`src/rtl/servo_pkg.sv`:
```
// Shared definitions for the servo array driver.
//   dir_e     : per-channel motion code driven on `direction`
//   sweep_e   : state encoding of the per-channel autonomous sweep machine
//   DEF_*     : default timing constants (100 MHz clock, 50 Hz hobby-servo frame)
//   btn_to_dir: maps the two request buttons to a motion code
package servo_pkg;

  typedef enum logic [1:0] {
    DIR_STOP = 2'b00,
    DIR_CCW  = 2'b01,   // pulse width grows
    DIR_CW   = 2'b10    // pulse width shrinks
  } dir_e;

  typedef enum logic {
    SWEEP_UP   = 1'b0,
    SWEEP_DOWN = 1'b1
  } sweep_e;

  localparam int DEF_N_CH      = 2;
  localparam int DEF_PW_W      = 16;
  localparam int DEF_CLK_DIV   = 100;
  localparam int DEF_PERIOD_US = 20000;
  localparam int DEF_PW_MIN    = 500;
  localparam int DEF_PW_MAX    = 2500;
  localparam int DEF_PW_INIT   = 1500;
  localparam int DEF_STEP_US   = 10;

  // Exactly one button pressed selects a direction; none or both means stop.
  function automatic dir_e btn_to_dir(input logic inc, input logic dec);
    case ({inc, dec})
      2'b10:   return DIR_CCW;
      2'b01:   return DIR_CW;
      default: return DIR_STOP;
    endcase
  endfunction

endpackage

```
`src/rtl/servo_channel.sv`:
```
// servo_channel: one servo output with its own width register and motion logic.
//   clk, rst       : clock, asynchronous active-high reset
//   pb             : period boundary strobe (shared us_cnt wraps this cycle)
//   us_cnt         : shared microsecond position inside the PWM period
//   btn_inc/btn_dec: button requests (increase / decrease width)
//   es             : autonomous sweep enable
//   pw_max         : soft upper limit in microseconds
//   servo          : registered PWM output
//   position       : current pulse width in microseconds
//   limit          : registered "width at effective upper limit" flag
//   dir            : registered motion code (servo_pkg::dir_e)
module servo_channel
  import servo_pkg::*;
#(
  parameter int PW_W    = DEF_PW_W,
  parameter int PW_MIN  = DEF_PW_MIN,
  parameter int PW_MAX  = DEF_PW_MAX,
  parameter int PW_INIT = DEF_PW_INIT,
  parameter int STEP_US = DEF_STEP_US
) (
  input  logic            clk,
  input  logic            rst,
  input  logic            pb,
  input  logic [PW_W-1:0] us_cnt,
  input  logic            btn_inc,
  input  logic            btn_dec,
  input  logic            es,
  input  logic [PW_W-1:0] pw_max,
  output logic            servo,
  output logic [PW_W-1:0] position,
  output logic            limit,
  output logic [1:0]      dir
);

  // One extra bit so pw + STEP_US can never wrap before it is clamped.
  localparam logic [PW_W:0]   MIN_X  = (PW_W+1)'(PW_MIN);
  localparam logic [PW_W:0]   MAX_X  = (PW_W+1)'(PW_MAX);
  localparam logic [PW_W:0]   STEP_X = (PW_W+1)'(STEP_US);
  localparam logic [PW_W-1:0] INIT   = PW_W'(PW_INIT);

  logic [PW_W-1:0] pw_q;
  logic [PW_W:0]   pw_x;
  logic [PW_W:0]   hi_x;
  logic [PW_W:0]   pw_next;
  dir_e            dir_q;
  dir_e            sweep_dir;
  sweep_e          state;
  sweep_e          state_next;

  assign pw_x = {1'b0, pw_q};

  // Effective upper limit: soft limit capped by the hard maximum, but never
  // below the hard minimum so the width range is never empty.
  // NOTE: every variable driven in always_comb gets a value on the first line
  // so no path leaves it unassigned and no latch is inferred.
  always_comb begin
    hi_x = {1'b0, pw_max};
    if (hi_x > MAX_X) hi_x = MAX_X;
    if (hi_x < MIN_X) hi_x = MIN_X;
  end

  // Width candidate for the next period boundary.
  always_comb begin
    pw_next = pw_x;
    case (dir_q)
      DIR_CCW: pw_next = pw_x + STEP_X;
      DIR_CW:  pw_next = (pw_x >= MIN_X + STEP_X) ? pw_x - STEP_X : MIN_X;
      default: pw_next = pw_x;
    endcase
    // Also pulls the width down when the soft limit was lowered under it.
    if (pw_next > hi_x) pw_next = hi_x;
  end

  // Sweep machine: state register.
  always_ff @(posedge clk or posedge rst) begin
    if (rst) state <= SWEEP_UP;
    else     state <= state_next;
  end

  // Sweep machine: next state. Reversal is judged on the width being written
  // at this boundary, so reaching a limit and turning happen together.
  always_comb begin
    state_next = state;
    if (!es) begin
      state_next = SWEEP_UP;
    end else if (pb) begin
      case (state)
        SWEEP_UP:   if (pw_next >= hi_x)  state_next = SWEEP_DOWN;
        SWEEP_DOWN: if (pw_next <= MIN_X) state_next = SWEEP_UP;
        default:    state_next = SWEEP_UP;
      endcase
    end
  end

  // Sweep machine: output decode.
  always_comb begin
    sweep_dir = (state == SWEEP_UP) ? DIR_CCW : DIR_CW;
  end

  always_ff @(posedge clk or posedge rst) begin
    if (rst) dir_q <= DIR_STOP;
    else     dir_q <= es ? sweep_dir : btn_to_dir(btn_inc, btn_dec);
  end

  // Width changes only at the boundary, so a pulse in flight is never cut.
  always_ff @(posedge clk or posedge rst) begin
    if (rst)     pw_q <= INIT;
    else if (pb) pw_q <= pw_next[PW_W-1:0];
  end

  always_ff @(posedge clk or posedge rst) begin
    if (rst) begin
      servo <= 1'b0;
      limit <= 1'b0;
    end else begin
      servo <= (us_cnt < pw_q);
      limit <= (pw_x >= hi_x);
    end
  end

  assign position = pw_q;
  assign dir      = dir_q;

endmodule

```
`src/rtl/tick_counter_rst.sv`:
```
// TickCounterRst: free-running modulo-MAX counter with asynchronous reset.
//   clk  : counter clock
//   rst  : asynchronous, active-high reset (count restarts at 0)
//   tick : high for one cycle on the terminal count MAX-1
module TickCounterRst #(
  parameter int MAX = 100
) (
  input  logic clk,
  input  logic rst,
  output logic tick
);

  localparam int W = (MAX > 1) ? $clog2(MAX) : 1;
  localparam logic [W-1:0] LAST = W'(MAX - 1);

  logic [W-1:0] cnt;

  // NOTE: clocked state is always written with <= so every register samples
  // the values from before the edge, independent of statement order.
  always_ff @(posedge clk or posedge rst) begin
    if (rst)              cnt <= '0;
    else if (cnt == LAST) cnt <= '0;
    else                  cnt <= cnt + 1'b1;
  end

  assign tick = (cnt == LAST);

endmodule

```
`src/rtl/servo_array_driver.sv`:
```
// servo_array_driver: N-channel hobby-servo PWM driver.
//   CLK, RST       : system clock, asynchronous active-high reset
//   BTN_0 / BTN_1  : per-channel increase / decrease requests
//   ES             : per-channel autonomous sweep enable
//   pulseWidth_max : per-channel soft upper limit (PW_W bits per channel, us)
//   SERVO          : per-channel PWM outputs
//   servo_position : per-channel current pulse width (PW_W bits per channel, us)
//   PWM_limit      : per-channel "at effective upper limit" flag
//   direction      : per-channel motion code (2 bits per channel)
//   period_start   : one-cycle pulse on the first cycle of every PWM period
// The microsecond prescaler and the period counter are shared by all channels.
module servo_array_driver
  import servo_pkg::*;
#(
  parameter int N_CH      = DEF_N_CH,
  parameter int PW_W      = DEF_PW_W,
  parameter int CLK_DIV   = DEF_CLK_DIV,
  parameter int PERIOD_US = DEF_PERIOD_US,
  parameter int PW_MIN    = DEF_PW_MIN,
  parameter int PW_MAX    = DEF_PW_MAX,
  parameter int PW_INIT   = DEF_PW_INIT,
  parameter int STEP_US   = DEF_STEP_US
) (
  input  logic                 CLK,
  input  logic                 RST,
  input  logic [N_CH-1:0]      BTN_0,
  input  logic [N_CH-1:0]      BTN_1,
  input  logic [N_CH-1:0]      ES,
  input  logic [N_CH*PW_W-1:0] pulseWidth_max,
  output logic [N_CH-1:0]      SERVO,
  output logic [N_CH*PW_W-1:0] servo_position,
  output logic [N_CH-1:0]      PWM_limit,
  output logic [2*N_CH-1:0]    direction,
  output logic                 period_start
);

  localparam logic [PW_W-1:0] US_LAST = PW_W'(PERIOD_US - 1);

  logic            tick;
  logic [PW_W-1:0] us_cnt;
  logic            pb;

  TickCounterRst #(.MAX(CLK_DIV)) u_prescaler (
    .clk  (CLK),
    .rst  (RST),
    .tick (tick)
  );

  // Boundary is the cycle on which the period counter wraps.
  assign pb = tick && (us_cnt == US_LAST);

  always_ff @(posedge CLK or posedge RST) begin
    if (RST) begin
      us_cnt       <= '0;
      period_start <= 1'b0;
    end else begin
      period_start <= pb;
      if (pb)        us_cnt <= '0;
      else if (tick) us_cnt <= us_cnt + 1'b1;
    end
  end

  for (genvar i = 0; i < N_CH; i++) begin : g_ch
    servo_channel #(
      .PW_W    (PW_W),
      .PW_MIN  (PW_MIN),
      .PW_MAX  (PW_MAX),
      .PW_INIT (PW_INIT),
      .STEP_US (STEP_US)
    ) u_ch (
      .clk      (CLK),
      .rst      (RST),
      .pb       (pb),
      .us_cnt   (us_cnt),
      .btn_inc  (BTN_0[i]),
      .btn_dec  (BTN_1[i]),
      .es       (ES[i]),
      .pw_max   (pulseWidth_max[i*PW_W +: PW_W]),
      .servo    (SERVO[i]),
      .position (servo_position[i*PW_W +: PW_W]),
      .limit    (PWM_limit[i]),
      .dir      (direction[2*i +: 2])
    );
  end

endmodule

```
`config.mk`:
```
export PLATFORM = sky130hd
export DESIGN_NAME = servo_array_driver
export DESIGN_NICKNAME = d
export VERILOG_FILES = /design/src/rtl/servo_pkg.sv /design/src/rtl/servo_channel.sv /design/src/rtl/tick_counter_rst.sv /design/src/rtl/servo_array_driver.sv
export SDC_FILE = /design/constraint.sdc
export NUM_CORES = 1
export LEC_CHECK = 0
export CORE_MARGIN = 1.5
export CORE_UTILIZATION = 64
export CTS_BUF_LIST = sky130_fd_sc_hd__clkbuf_4 sky130_fd_sc_hd__clkbuf_8 sky130_fd_sc_hd__clkbuf_16
export DETAILED_ROUTE_END_ITERATION = 7
export PLACE_DENSITY = 0.92
export RECOVER_POWER = 100
export SLEW_MARGIN = 20
export SYNTH_ARGS = -nofsm -noshare
export SYNTH_HDL_FRONTEND = slang
export SYNTH_SLANG_ARGS = --single-unit
```
`constraint.sdc`:
```
create_clock -name CLK -period 15.5 [get_ports CLK]
set_input_delay 3.1 -clock CLK [delete_from_list [all_inputs] [get_ports CLK]]
set_output_delay 3.1 -clock CLK [all_outputs]
set_load 0.02 [all_outputs]
```
---- Word-level counts from Yosys, hierarchy flattened ----
Cells that the tools add are included.
cells by class
  add/sub/neg operators ................... 6
  muxes and demuxes ....................... 29
  magnitude comparators ................... 16
  equal/unequal tests ..................... 12
  reduce and logical (&&, ||, !) cells .... 2
  bitwise operators ....................... 2
operators with widths
  operator               count
  $mux 16                6
  $mux 17                4
  $pmux 17 s2            2
  $add 16x4->17 const B  2
  $ge 17x16->1           2
  $gt 17x16->1           2
  $le 17x9->1 const B    2
  $sub 16x4->17 const B  2
  $ge 16x16->1           2
  $ge 16x9->1 const B    2
  $gt 16x12->1 const B   2
  $lt 16x16->1           2
  $lt 16x9->1 const B    2
  $add 16x1->16 const B  1
  $eq 16x15->1 const B   1
  $eq 2x1->1 const B     4
  $eq 2x2->1 const B     4
  $mux 1                 8
  $mux 2                 4
  $pmux 2 s2             2
  $add 7x1->7 const B    1
  $eq 7x7->1 const B     1
  $mux 7                 1
  $ne 2x1->1 const B     2
  4 further kinds        6
storage, ports and cells
  input bits .............................. 40
  logic and storage cells ................. 80
  output and inout bits ................... 41
  flip-flop bits (word level) ............. 66

---- Depth between registers and ports, before layout ----
Gate-level depths: netlist of the first run.
  word-level depth ........................ 11
  mapped depth ............................ 30
  mapped depth without buffers ............ 27

---- Modules after synthesis ----
From an unflattened synthesis of the first run, not the netlist that was laid out.
unflattened totals
  cells, all modules ...................... 1,050
  area total of the unflattened synthesis .. 8,463.1 µm²
modules (own cells, without submodules)
  module                        instances  seq. area each (µm²)  cells each  area an instance (µm²)
  servo_channel (g_ch[0].u_ch)  1          534.3                 485         3,708.6
  servo_channel (g_ch[1].u_ch)  1          534.3                 460         3,619.7
  servo_array_driver            1          425.4                 75          799.5
  TickCounterRst                1          175.2                 30          335.3

---- Least setup slack after synthesis of the first run ----
Ideal clock, no wire load.
  path kind ............................... input to register
  from .................................... input pulseWidth_max[0]
  to ...................................... register g_ch[0].u_ch.state
  required time ........................... 15.372 ns
  path slack .............................. 7.420 ns
  path buffers ............................ 2
  stages on the path ...................... 27
  arrival ................................. 7.952 ns
  path through ............................ o21ai_0 nor4b_1 o21ai_0 a21boi_0 nor2b_1 nand2b_1 inv_1 ha_1 a21o_1 a21o_1 a21oi_1 o2111ai_1 and3_1 a21oi_1 clkbuf_1 buf_1 mux2i_1 ha_1 nor2b_1 a211o_1 a21o_1 a21oi_1 o21ai_0 a31oi_1 o311ai_0 o211ai_1 a21oi_1
on the way
  word-level cells in the longest chain between the ends .. 11
  elaborated cells between the ends (all ways) .. 13
ends and longest elaborated chain
  element                                      RTL line                                  text
  start, declared                              servo_array_driver.sv:29                  input logic [N_CH*PW_W-1:0] pulseWidth_max,
  $gt 16x12->1                                 servo_channel.sv:58                       if (hi_x > MAX_X) hi_x = MAX_X;
  $mux 16 *                                    servo_channel.sv:58
  $lt 16x9->1                                  servo_channel.sv:59                       if (hi_x < MIN_X) hi_x = MIN_X;
  $mux 16 *                                    servo_channel.sv:59
  $gt 17x16->1                                 servo_channel.sv:71                       if (pw_next > hi_x) pw_next = hi_x;
  $mux 17 *                                    servo_channel.sv:71
  via g_ch[0].u_ch.pw_next[1]                  servo_channel.sv:44                       logic [PW_W:0] pw_next;
  $le 17x9->1 or $ge 17x16->1 (tied branches)  servo_channel.sv:89, servo_channel.sv:88
  $mux 1, on equally long branches             servo_channel.sv:89, servo_channel.sv:88
  $pmux 1 s2 *                                 servo_channel.sv:87                       case (state)
  $mux 1 *                                     servo_channel.sv:86                       end else if (pb) begin
  $mux 1 *                                     servo_channel.sv:84                       if (!es) begin
  end signal, assigned                         servo_channel.sv:77                       else state <= state_next;
  end, declared                                servo_channel.sv:47                       sweep_e state;
The timed path passes the listed nets; every way through them passes the cells marked *. The select of a mux whose other input is x is not followed.
A chain may end at the register's enable or synchronous reset.

---- Worst setup path after layout of the first run ----
  from .................................... input pulseWidth_max[30]
  to ...................................... register g_ch[1].u_ch.state
on the way
  word-level cells in the longest chain between the ends .. 11
  elaborated cells between the ends (all ways) .. 13
ends and longest elaborated chain
  element                                      RTL line
  $gt 16x12->1                                 servo_channel.sv:58
  $mux 16 *                                    servo_channel.sv:58
  $lt 16x9->1                                  servo_channel.sv:59
  $mux 16 *                                    servo_channel.sv:59
  $gt 17x16->1                                 servo_channel.sv:71
  $mux 17 *                                    servo_channel.sv:71
  via g_ch[1].u_ch.pw_next[1]                  servo_channel.sv:44
  $le 17x9->1 or $ge 17x16->1 (tied branches)  servo_channel.sv:89, servo_channel.sv:88
  $mux 1, on equally long branches             servo_channel.sv:89, servo_channel.sv:88
  $pmux 1 s2 *                                 servo_channel.sv:87
  $mux 1 *                                     servo_channel.sv:86
  $mux 1 *                                     servo_channel.sv:84
  end signal, assigned                         servo_channel.sv:77
  end, declared                                servo_channel.sv:47
Marked as above.

==> results.sh, run 1 <==
export IMPL_status="finished with violations"
export IMPL_violations="max-capacitance violations, max-slew violations"
export IMPL_numCtsBuffers=9
export IMPL_critPathLaunchType="input pin"
export IMPL_synthMuxAreaShare=0.0372
export IMPL_fmax_mhz=106
export IMPL_drive_gt1_frac=0.0426
export IMPL_synthAdderAreaFrac=0.215
export IMPL_hold_depth=1
export IMPL_io_pins=81
export IMPL_hold_start="u_prescaler.cnt[0]"
export IMPL_r2r_cells=26
export IMPL_area_delta_synth_final_pct=15.1
export IMPL_slew_violations=67
export IMPL_gr_total_overflow=0
export IMPL_detail_route_wl_per_cell_um=18.7
export IMPL_postPlaceCellArea_um2=8850
export IMPL_synth_xor_area_share=0.0222
export IMPL_clock_sinks=66
export IMPL_yosysUniqueCellTypes=75
export IMPL_power_frac_comb=0.302
export IMPL_root_buffer="clkbuf_16"
export IMPL_cap_violations=1
export IMPL_holdWs_ps=491
export IMPL_rr_endpoint="g_ch[0].u_ch.state"
export IMPL_cts_max_path_buffers=2
export IMPL_gp_congestion=0.982
export IMPL_fillers=919
export IMPL_pwr_share_clk=0.365
export IMPL_wl_mm=22.9
export IMPL_port_buffers=80
export IMPL_start_util=0.658
export IMPL_dieArea_um2=13000
export IMPL_critPathRequiredTime_ps=15730
export IMPL_ys_seq_elements=66
export IMPL_sequentialPowerShare=0.333
export IMPL_yosysSeqAreaShare=0.211
export IMPL_grt_pass1_vias=7623
export IMPL_syn_cell_area_um2=7910
export IMPL_syn_inst=997
export IMPL_vias=8168
export IMPL_worst_setup_path_end_kind="register"
export IMPL_slowest_stage="or4_1"
export IMPL_synth_top_family_by_area="compound AO/OA/AOI/OAI gates"
export IMPL_die_w_um=114
export IMPL_crit_start="pulseWidth_max[30]"
export IMPL_p_int_mw=0.348
export IMPL_hold_buffers=0
export IMPL_hp_class="register to register"
export IMPL_htree_levels=3
export IMPL_rows=40
export IMPL_final_cell_area_um2=9100
export IMPL_design_core_area_um2=12000
export IMPL_powerDensity_nw_per_um2=57.6
export IMPL_grt_pass1_wl_mm=37.4
export IMPL_diodes=0
export IMPL_hpwlAfterDp_mm=17.5
export IMPL_clk_pin_slew_worst_paths_ps=50
export IMPL_max_vdd_ir_drop_mv=0.0747
export IMPL_syn_avg_cell_area_um2=7.93
export IMPL_critPathArrivalTime_ps=9620
export IMPL_synthTopCellsByArea="ha_1, dfrtp_1, o21ai_0, dfstp_2, nand2_1"
export IMPL_fin_crit_ps=9390
export IMPL_fin_crit_sh=0.606
export IMPL_tritoncts="done"
export IMPL_critPathKind="input pin to register"
export IMPL_synth_async_reset_ratio=1.00
export IMPL_grt_start_max_net_pins=67
export IMPL_max_slew_margin_rel=-1.50
export IMPL_layout_setup_ws_ps=6110
export IMPL_yosysWarningCount=0
export IMPL_yosys_area_share_simple=0.208
export IMPL_viasPerCell=6.66
export IMPL_synth_edf_count=0
export IMPL_hold_viol=0
export IMPL_layout_nets=1251
export IMPL_synth_top_cell_by_area="ha_1"
export IMPL_switching_share=0.334
export IMPL_finalClockSkew_ps=6.94
export IMPL_synth_top_cell_area_share=0.215
export IMPL_power_switching_mw=0.175
export IMPL_post_route_drc_count=0
export IMPL_drt_iter0_markers=782
export IMPL_cp_max_fo=16
export IMPL_finalSetupTns_ps=0
export IMPL_fp_dieH_um=114
export IMPL_cts_resized_gates=0
export IMPL_r2r_start="g_ch[0].u_ch.position[12]"
export IMPL_dr_pass1_iters=8
export IMPL_globalRouteTotalUtil=0.359
export IMPL_min_delay_worst_endpoint="u_prescaler.cnt[0]"
export IMPL_cts_setup_buffers=0
export IMPL_synth_compound_area_share=0.246
export IMPL_ys_flop_type="dfrtp_1"
export IMPL_cpPeakStageDelay_ps=550
export IMPL_ant_nets=0
export IMPL_place_ws_ps=6260
export IMPL_worstMarginPinSlew_ps=3760
export IMPL_antenna_found_initial=0
export IMPL_ff2ff_setup_slack_ps=8200
export IMPL_total_leakage_power_nw=4.24
export IMPL_clkLatencyLatePin_ps=350
export IMPL_setup_viol=0
export IMPL_rsz0062_at_grt="no"
area by class of cell:
type | instances | area [µm²] | area share
multi-input combinational | 835 | 5850 | 0.643
sequential | 66 | 1670 | 0.183
timing repair buffer | 85 | 823 | 0.0905
inverter | 78 | 293 | 0.0322
clock buffer | 10 | 233 | 0.0256
tap | 147 | 184 | 0.0202
clock inverter | 6 | 43.8 | 0.00481
layout by cell type, fill, tap and decap left out, drive strengths merged, types with 8 or more instances in the layout:
master	netlist	routed
nand4	23	23
a21boi	8	8
a211oi	9	9
dlygate4sd3	0	46
dfstp	14	14
conb	1	24
clkdlybuf4s50	0	34
nor4	12	12
a31oi	9	9
o211ai	12	12
o21a	10	10
nor3	25	25
nand3	37	37
dfrtp	52	52
inv	77	76
a21oi	58	58
o21ai	86	86
mux2	11	11
clkbuf	29	14
nand2b	19	19
and3	9	9
nor2	66	66
nor2b	12	12
a21o	30	30
xor2	9	9
ha	136	136
or3	9	9
xnor2	11	11
nand2	91	91
mux2i	17	17
critical path: cells and delay by family:
kind | cells | cell delay, ps
AO/OA/AOI/OAI | 11 | 1870
adder cells (fa/ha/maj) | 2 | 600
buffers and inverters | 3 | 1390
multiplexers | 1 | 320
AND/OR/NAND/NOR | 8 | 2320
power by group through the flow:
stage	Clock (mW)	Combinational (mW)	Sequential, mW
after floorplan	0	0.109	0.178
after global placement	0	0.151	0.177
after detailed placement	0	0.155	0.177
after CTS	0.195	0.157	0.174
after global routing	0.201	0.175	0.174
final	0.191	0.158	0.174
per-layer routing:
layer  part of all wire  track usage
met1               0.42        0.487
met2               0.45        0.580
met3              0.098       0.0630
met4              0.026        0.120
met5                  0            0
logic make-up after synthesis:
family                   after synthesis
AND/OR/NAND/NOR                      331
AO/OA/AOI/OAI                        296
adder cells (fa/ha/maj)              136
buffers and inverters                119
flip-flops                            66
multiplexers                          28
XOR/XNOR                              20
other                                  1
state kept, by name (all words and copies together), names as in the netlist:
name,flops
g_ch.u_ch.dir,4
g_ch.u_ch.limit,2
g_ch.u_ch.position,32
g_ch.u_ch.servo,2
g_ch.u_ch.state,2
period_start,1
u_prescaler.cnt,7
us_cnt,16
worst max-delay path by stage:
| stage | endpoint | slack (ps) | cells after the start |
|---|---|---|---|
| 5_1_grt | g_ch[1].u_ch.state | 5550 | 24 |
| 3_3_place_gp | g_ch[1].u_ch.state | 6510 | 25 |
| 2_1_floorplan | g_ch[0].u_ch.state | 7420 | 27 |
| 3_5_place_dp | g_ch[1].u_ch.state | 6260 | 25 |
| 6_report | g_ch[1].u_ch.state | 6110 | 25 |
| 4_1_cts | g_ch[1].u_ch.state | 6590 | 25 |
through the flow:
stage               utilization  total power [mW]  instances
floorplan                     -             0.286       1020
global placement          0.736             0.328       1211
detailed placement        0.736             0.332       1211
CTS                       0.759             0.526       1227
global route              0.757             0.550       1227
finish                    0.757             0.524       1227
cell usage after synthesis (10+ instances only):
library cell / count
a21o_1: 30
inv_1: 77
nand3_1: 37
ha_1: 136
nand4_1: 23
o211ai_1: 12
clkbuf_1: 29
dfstp_2: 14
nor4_1: 12
nor2_1: 66
xnor2_1: 11
nor3_1: 25
o21ai_0: 80
nand2b_1: 19
nand2_1: 91
mux2_2: 11
dfrtp_1: 52
o21a_1: 10
a21oi_1: 58
mux2i_1: 17
nor2b_1: 12
(Power assumes the default switching activity.)
==> run 2: changes to the inputs <==
Settings changed: CORE_UTILIZATION 64 to 59, PLACE_DENSITY 0.92 to 0.86.
Clock period 15.5 ns to 9.2 ns, I/O delays scaled along.
==> results.sh, run 2 (synthesized netlist as in run 1, its figures left out) <==
export IMPL_sequentialPowerShare=0.320
export IMPL_gp_congestion=0.982
export IMPL_hold_buffers=0
export IMPL_diodes=0
export IMPL_die_w_um=119
export IMPL_clock_sinks=66
export IMPL_power_switching_mw=0.303
export IMPL_fin_crit_ps=7940
export IMPL_worst_setup_path_end_kind="register"
export IMPL_cap_violations=2
export IMPL_worstMarginPinSlew_ps=3760
export IMPL_finalSetupTns_ps=0
export IMPL_critPathArrivalTime_ps=8170
export IMPL_final_common_cell="ha_1"
export IMPL_dr_pass1_iters=8
export IMPL_post_route_drc_count=0
export IMPL_p_int_mw=0.615
export IMPL_total_leakage_power_nw=4.27
export IMPL_status="finished with violations"
export IMPL_tritoncts="done"
export IMPL_cts_setup_buffers=0
export IMPL_mostFrequentLayoutCells="ha_1, nand2_1, o21ai_0"
export IMPL_powerDensity_nw_per_um2=100
export IMPL_switching_share=0.330
export IMPL_dieArea_um2=14100
export IMPL_vias=8044
export IMPL_fillers=1108
export IMPL_setup_viol=0
export IMPL_largest_register_ffs=32
export IMPL_critPathLaunchType="input pin"
export IMPL_numCtsBuffers=9
export IMPL_gr_total_overflow=0
export IMPL_cp_max_fo=16
export IMPL_hp_class="register to register"
export IMPL_pwr_share_clk=0.388
export IMPL_root_buffer="clkbuf_16"
export IMPL_rsz0062_at_grt="no"
export IMPL_area_delta_synth_final_pct=16.0
export IMPL_grt_start_max_net_pins=67
export IMPL_grt_pass1_wl_mm=37.5
export IMPL_cts_max_path_buffers=2
export IMPL_layout_nets=1253
export IMPL_start_util=0.602
export IMPL_power_frac_comb=0.293
export IMPL_io_pins=81
export IMPL_drt_iter0_markers=796
export IMPL_critPathRequiredTime_ps=9430
export IMPL_finalClockSkew_ps=6.52
export IMPL_fin_crit_sh=0.863
export IMPL_violations="max-capacitance violations, max-slew violations"
export IMPL_hold_viol=0
export IMPL_viasPerCell=6.39
export IMPL_clk_pin_slew_worst_paths_ps=60
export IMPL_max_vdd_ir_drop_mv=0.114
export IMPL_antenna_found_initial=0
export IMPL_grt_pass1_vias=7516
export IMPL_wl_mm=23.0
export IMPL_detail_route_wl_per_cell_um=18.2
export IMPL_htree_levels=3
export IMPL_rows=42
export IMPL_fp_dieH_um=119
export IMPL_drive_gt1_frac=0.0434
export IMPL_ant_nets=0
export IMPL_design_core_area_um2=13100
export IMPL_cts_resized_gates=0
export IMPL_max_slew_margin_rel=-1.51
export IMPL_globalRouteTotalUtil=0.330
export IMPL_ff2ff_setup_slack_ps=2390
export IMPL_fmax_mhz=126
export IMPL_place_ws_ps=1470
export IMPL_slew_violations=104
export IMPL_hpwlAfterDp_mm=17.3
export IMPL_critPathKind="input pin to register"
export IMPL_layout_setup_ws_ps=1260
export IMPL_port_buffers=80
export IMPL_clkLatencyLatePin_ps=350
-- run 2: path summary, 6_finish.rpt --
kind                                            from                  to  cells after the start
max                               pulseWidth_max[30]  g_ch[1].u_ch.state                     24
min                               u_prescaler.cnt[0]  u_prescaler.cnt[0]                      1
max reg2reg                g_ch[0].u_ch.position[12]  g_ch[0].u_ch.state                     26
min reg2reg                       u_prescaler.cnt[0]  u_prescaler.cnt[0]                      1
max in group asynchronous                        RST          us_cnt[10]                      3
min in group asynchronous                        RST  g_ch[0].u_ch.limit                      3
-- run 2: per-stage QoR --
| stage | hold slack, ps | instances | instance area (µm²) | util | total power, mW |
|---|---|---|---|---|---|
| 2_1_floorplan | 455 | 1020 | 7990 | - | 0.482 |
| 3_3_place_gp | 473 | 1242 | 8900 | 0.677 | 0.556 |
| 3_5_place_dp | 483 | 1242 | 8900 | 0.677 | 0.562 |
| 4_1_cts | 491 | 1258 | 9200 | 0.700 | 0.920 |
| 5_1_grt | 520 | 1258 | 9170 | 0.698 | 0.963 |
| 6_report | 491 | 1258 | 9170 | 0.698 | 0.917 |
-- run 2: area by class of cell --
type | instances | area (µm²) | area share
Sequential cell | 66 | 1670 | 0.182
Clock buffer | 9 | 225 | 0.0246
Multi-Input combinational cell | 835 | 5850 | 0.638
Inverter | 78 | 293 | 0.0319
Timing Repair Buffer | 87 | 835 | 0.0910
Tap cell | 176 | 220 | 0.0240
Clock inverter | 7 | 77.6 | 0.00846
-- run 2: critical path, stage by stage --
cell and delay [ps]:
dlygate4sd3_1 530, or4_1 560, nor2_1 410, nor4bb_1 500, nand2b_1 330, nor2_1 130
ha_1 310, nand2_1 70, nor4_1 340, a41oi_1 170, a21oi_1 160, clkbuf_1 480
inv_1 290, mux2i_1 250, ha_1 280, nor2b_1 150, o21a_1 160, o21a_1 160
o21ai_0 140, a21boi_0 140, o2111ai_1 200, a211oi_1 100, o221a_2 270, a32o_1 200
-- run 2: power groups by stage --
stage	Clock [mW]	Sequential, mW	Combinational (mW)
global route	0.373	0.293	0.297
finish	0.356	0.293	0.268
global placement	0	0.298	0.257
detailed placement	0	0.298	0.263
floorplan	0	0.299	0.183
CTS	0.361	0.293	0.266
-- run 2: layer usage --
layer / wire, µm / GRT usage / share of wire
met1: 9760 / 0.436 / 0.43
met2: 10700 / 0.548 / 0.46
met3: 2020 / 0.0574 / 0.088
met4: 513 / 0.107 / 0.022
met5: 0 / 0 / 0
==> run 3: changes to the inputs <==
Settings changed: CORE_UTILIZATION 59 to 65, DONT_BUFFER_PORTS set to 1, PLACE_DENSITY 0.86 to 0.85, SLEW_MARGIN 20 to unset.
==> results.sh, run 3 (synthesized netlist as in run 1, its figures left out) <==
export IMPL_io_pins=81
export IMPL_grt_start_max_net_pins=67
export IMPL_cts_resized_gates=0
export IMPL_hold_viol=0
export IMPL_largest_register_ffs=32
export IMPL_sequentialPowerShare=0.310
export IMPL_tritoncts="done"
export IMPL_antenna_found_initial=0
export IMPL_clock_sinks=66
export IMPL_critPathArrivalTime_ps=7990
export IMPL_register_area_um2=1670
export IMPL_total_leakage_power_nw=4.02
export IMPL_gp_congestion=0.986
export IMPL_layout_nets=1171
export IMPL_fillers=996
export IMPL_htree_levels=3
export IMPL_detail_route_wl_per_cell_um=19.5
export IMPL_fin_crit_ps=7760
export IMPL_finalSetupTns_ps=0
export IMPL_final_util=0.700
export IMPL_dr_pass1_iters=8
export IMPL_wl_mm=22.3
export IMPL_power_switching_mw=0.291
export IMPL_cap_violations=1
export IMPL_fin_crit_sh=0.843
export IMPL_globalRouteTotalUtil=0.359
export IMPL_max_vdd_ir_drop_mv=0.112
export IMPL_multi_input_area_um2=5850
export IMPL_die_w_um=113
export IMPL_power_frac_comb=0.252
export IMPL_status="finished with violations"
export IMPL_post_route_drc_count=0
export IMPL_rows=40
export IMPL_cp_max_fo=16
export IMPL_vias=7815
export IMPL_p_int_mw=0.663
export IMPL_hpwlAfterDp_mm=16.6
export IMPL_cts_setup_buffers=0
export IMPL_mostFrequentLayoutCells="ha_1, nand2_1, o21ai_0"
export IMPL_diodes=0
export IMPL_clkLatencyLatePin_ps=350
export IMPL_slew_violations=67
export IMPL_gr_total_overflow=0
export IMPL_setup_viol=0
export IMPL_critPathKind="input pin to register"
export IMPL_grt_pass1_vias=7471
export IMPL_hp_class="register to register"
export IMPL_clk_pin_slew_worst_paths_ps=60
export IMPL_violations="max-capacitance violations, max-slew violations"
export IMPL_drt_iter0_markers=741
export IMPL_pwr_share_clk=0.438
export IMPL_drive_gt1_frac=0.0320
export IMPL_port_buffers=0
export IMPL_design_core_area_um2=12000
export IMPL_fp_dieH_um=113
export IMPL_worstMarginPinSlew_ps=3820
export IMPL_final_cell_area_um2=8370
export IMPL_finalClockSkew_ps=7.93
export IMPL_critPathLaunchType="input pin"
export IMPL_max_slew_margin_rel=-1.55
export IMPL_grt_pass1_wl_mm=37.0
export IMPL_cts_max_path_buffers=2
export IMPL_postPlaceCellArea_um2=8050
export IMPL_fmax_mhz=129
export IMPL_start_util=0.661
export IMPL_area_delta_synth_final_pct=5.90
export IMPL_dieArea_um2=12800
export IMPL_hold_buffers=0
export IMPL_ant_nets=0
export IMPL_root_buffer="clkbuf_16"
export IMPL_viasPerCell=6.81
export IMPL_worst_setup_path_end_kind="register"
export IMPL_powerDensity_nw_per_um2=114
export IMPL_final_common_cell="ha_1"
export IMPL_critPathRequiredTime_ps=9430
export IMPL_numCtsBuffers=9
export IMPL_rsz0062_at_grt="no"
export IMPL_switching_share=0.305
-- run 3: cell count changes in the layout (fill, tap and decap cells not counted), moves of 2 or more --
cell	before	now
bufinv_16	1	3
clkbuf_4	0	2
clkdlybuf4s50_1	34	0
clkinv_2	2	0
dfstp_1	0	14
dfstp_2	14	0
dlygate4sd3_1	46	0
-- run 3: power by group through the flow --
| stage | clock network (mW) | logic [mW] | registers (mW) |
|---|---|---|---|
| final | 0.418 | 0.240 | 0.295 |
| after CTS | 0.421 | 0.237 | 0.296 |
| after global placement | 0 | 0.229 | 0.301 |
| after detailed placement | 0 | 0.234 | 0.301 |
| after floorplan | 0 | 0.183 | 0.299 |
| after global routing | 0.430 | 0.271 | 0.295 |
-- run 3: routing by layer --
metal / global-route usage / share of wire
met5: 0 / 0
met2: 0.589 / 0.46
met1: 0.482 / 0.43
met3: 0.0680 / 0.090
met4: 0.107 / 0.019
-- run 3: worst max-delay path, cell delays in order --
cell and delay [ps]:
or4_1 540, nor2_1 440, nor4bb_1 520, nand2b_1 360, nor2_1 130, ha_1 320, nand2_1 70, nor4_1 340
a41oi_1 170, a21oi_1 170, clkbuf_1 500, inv_1 480, mux2i_1 290, ha_1 270, nor2b_1 130, o21a_1 160
o21a_1 150, o21ai_0 130, a21boi_0 150, o2111ai_1 230, a211oi_1 100, o221a_2 270, a32o_1 190
-- run 3: path summary, 6_finish.rpt --
path                                                start                 end  slack (ps)  depth (start not counted)
min in group asynchronous                             RST           us_cnt[6]        2880                          2
worst min-delay path                   u_prescaler.cnt[0]  u_prescaler.cnt[0]         490                          1
max in group asynchronous                             RST  g_ch[0].u_ch.limit        4190                          2
worst min register to register         u_prescaler.cnt[0]  u_prescaler.cnt[0]         490                          1
worst max-delay path                   pulseWidth_max[30]  g_ch[1].u_ch.state        1440                         23
worst max register to register  g_ch[0].u_ch.position[12]  g_ch[0].u_ch.state        1900                         26
-- run 3: final cells by class --
class	count	area share
clock buffer	12	0.0303
clock inverter	4	0.0118
inverter	78	0.0350
multi-input combinational	835	0.699
sequential	66	0.199
tap	147	0.0220
timing repair buffer	5	0.00269
-- run 3: through the flow --
| step | total power [mW] | cells | setup slack, ps | hold WS, ps |
|---|---|---|---|---|
| global route | 0.997 | 1147 | 955 | 529 |
| finish | 0.954 | 1147 | 1440 | 488 |
| floorplan | 0.482 | 1020 | 2380 | 455 |
| detailed placement | 0.535 | 1131 | 1640 | 485 |
| CTS | 0.954 | 1147 | 1950 | 493 |
| global placement | 0.530 | 1131 | 1810 | 478 |
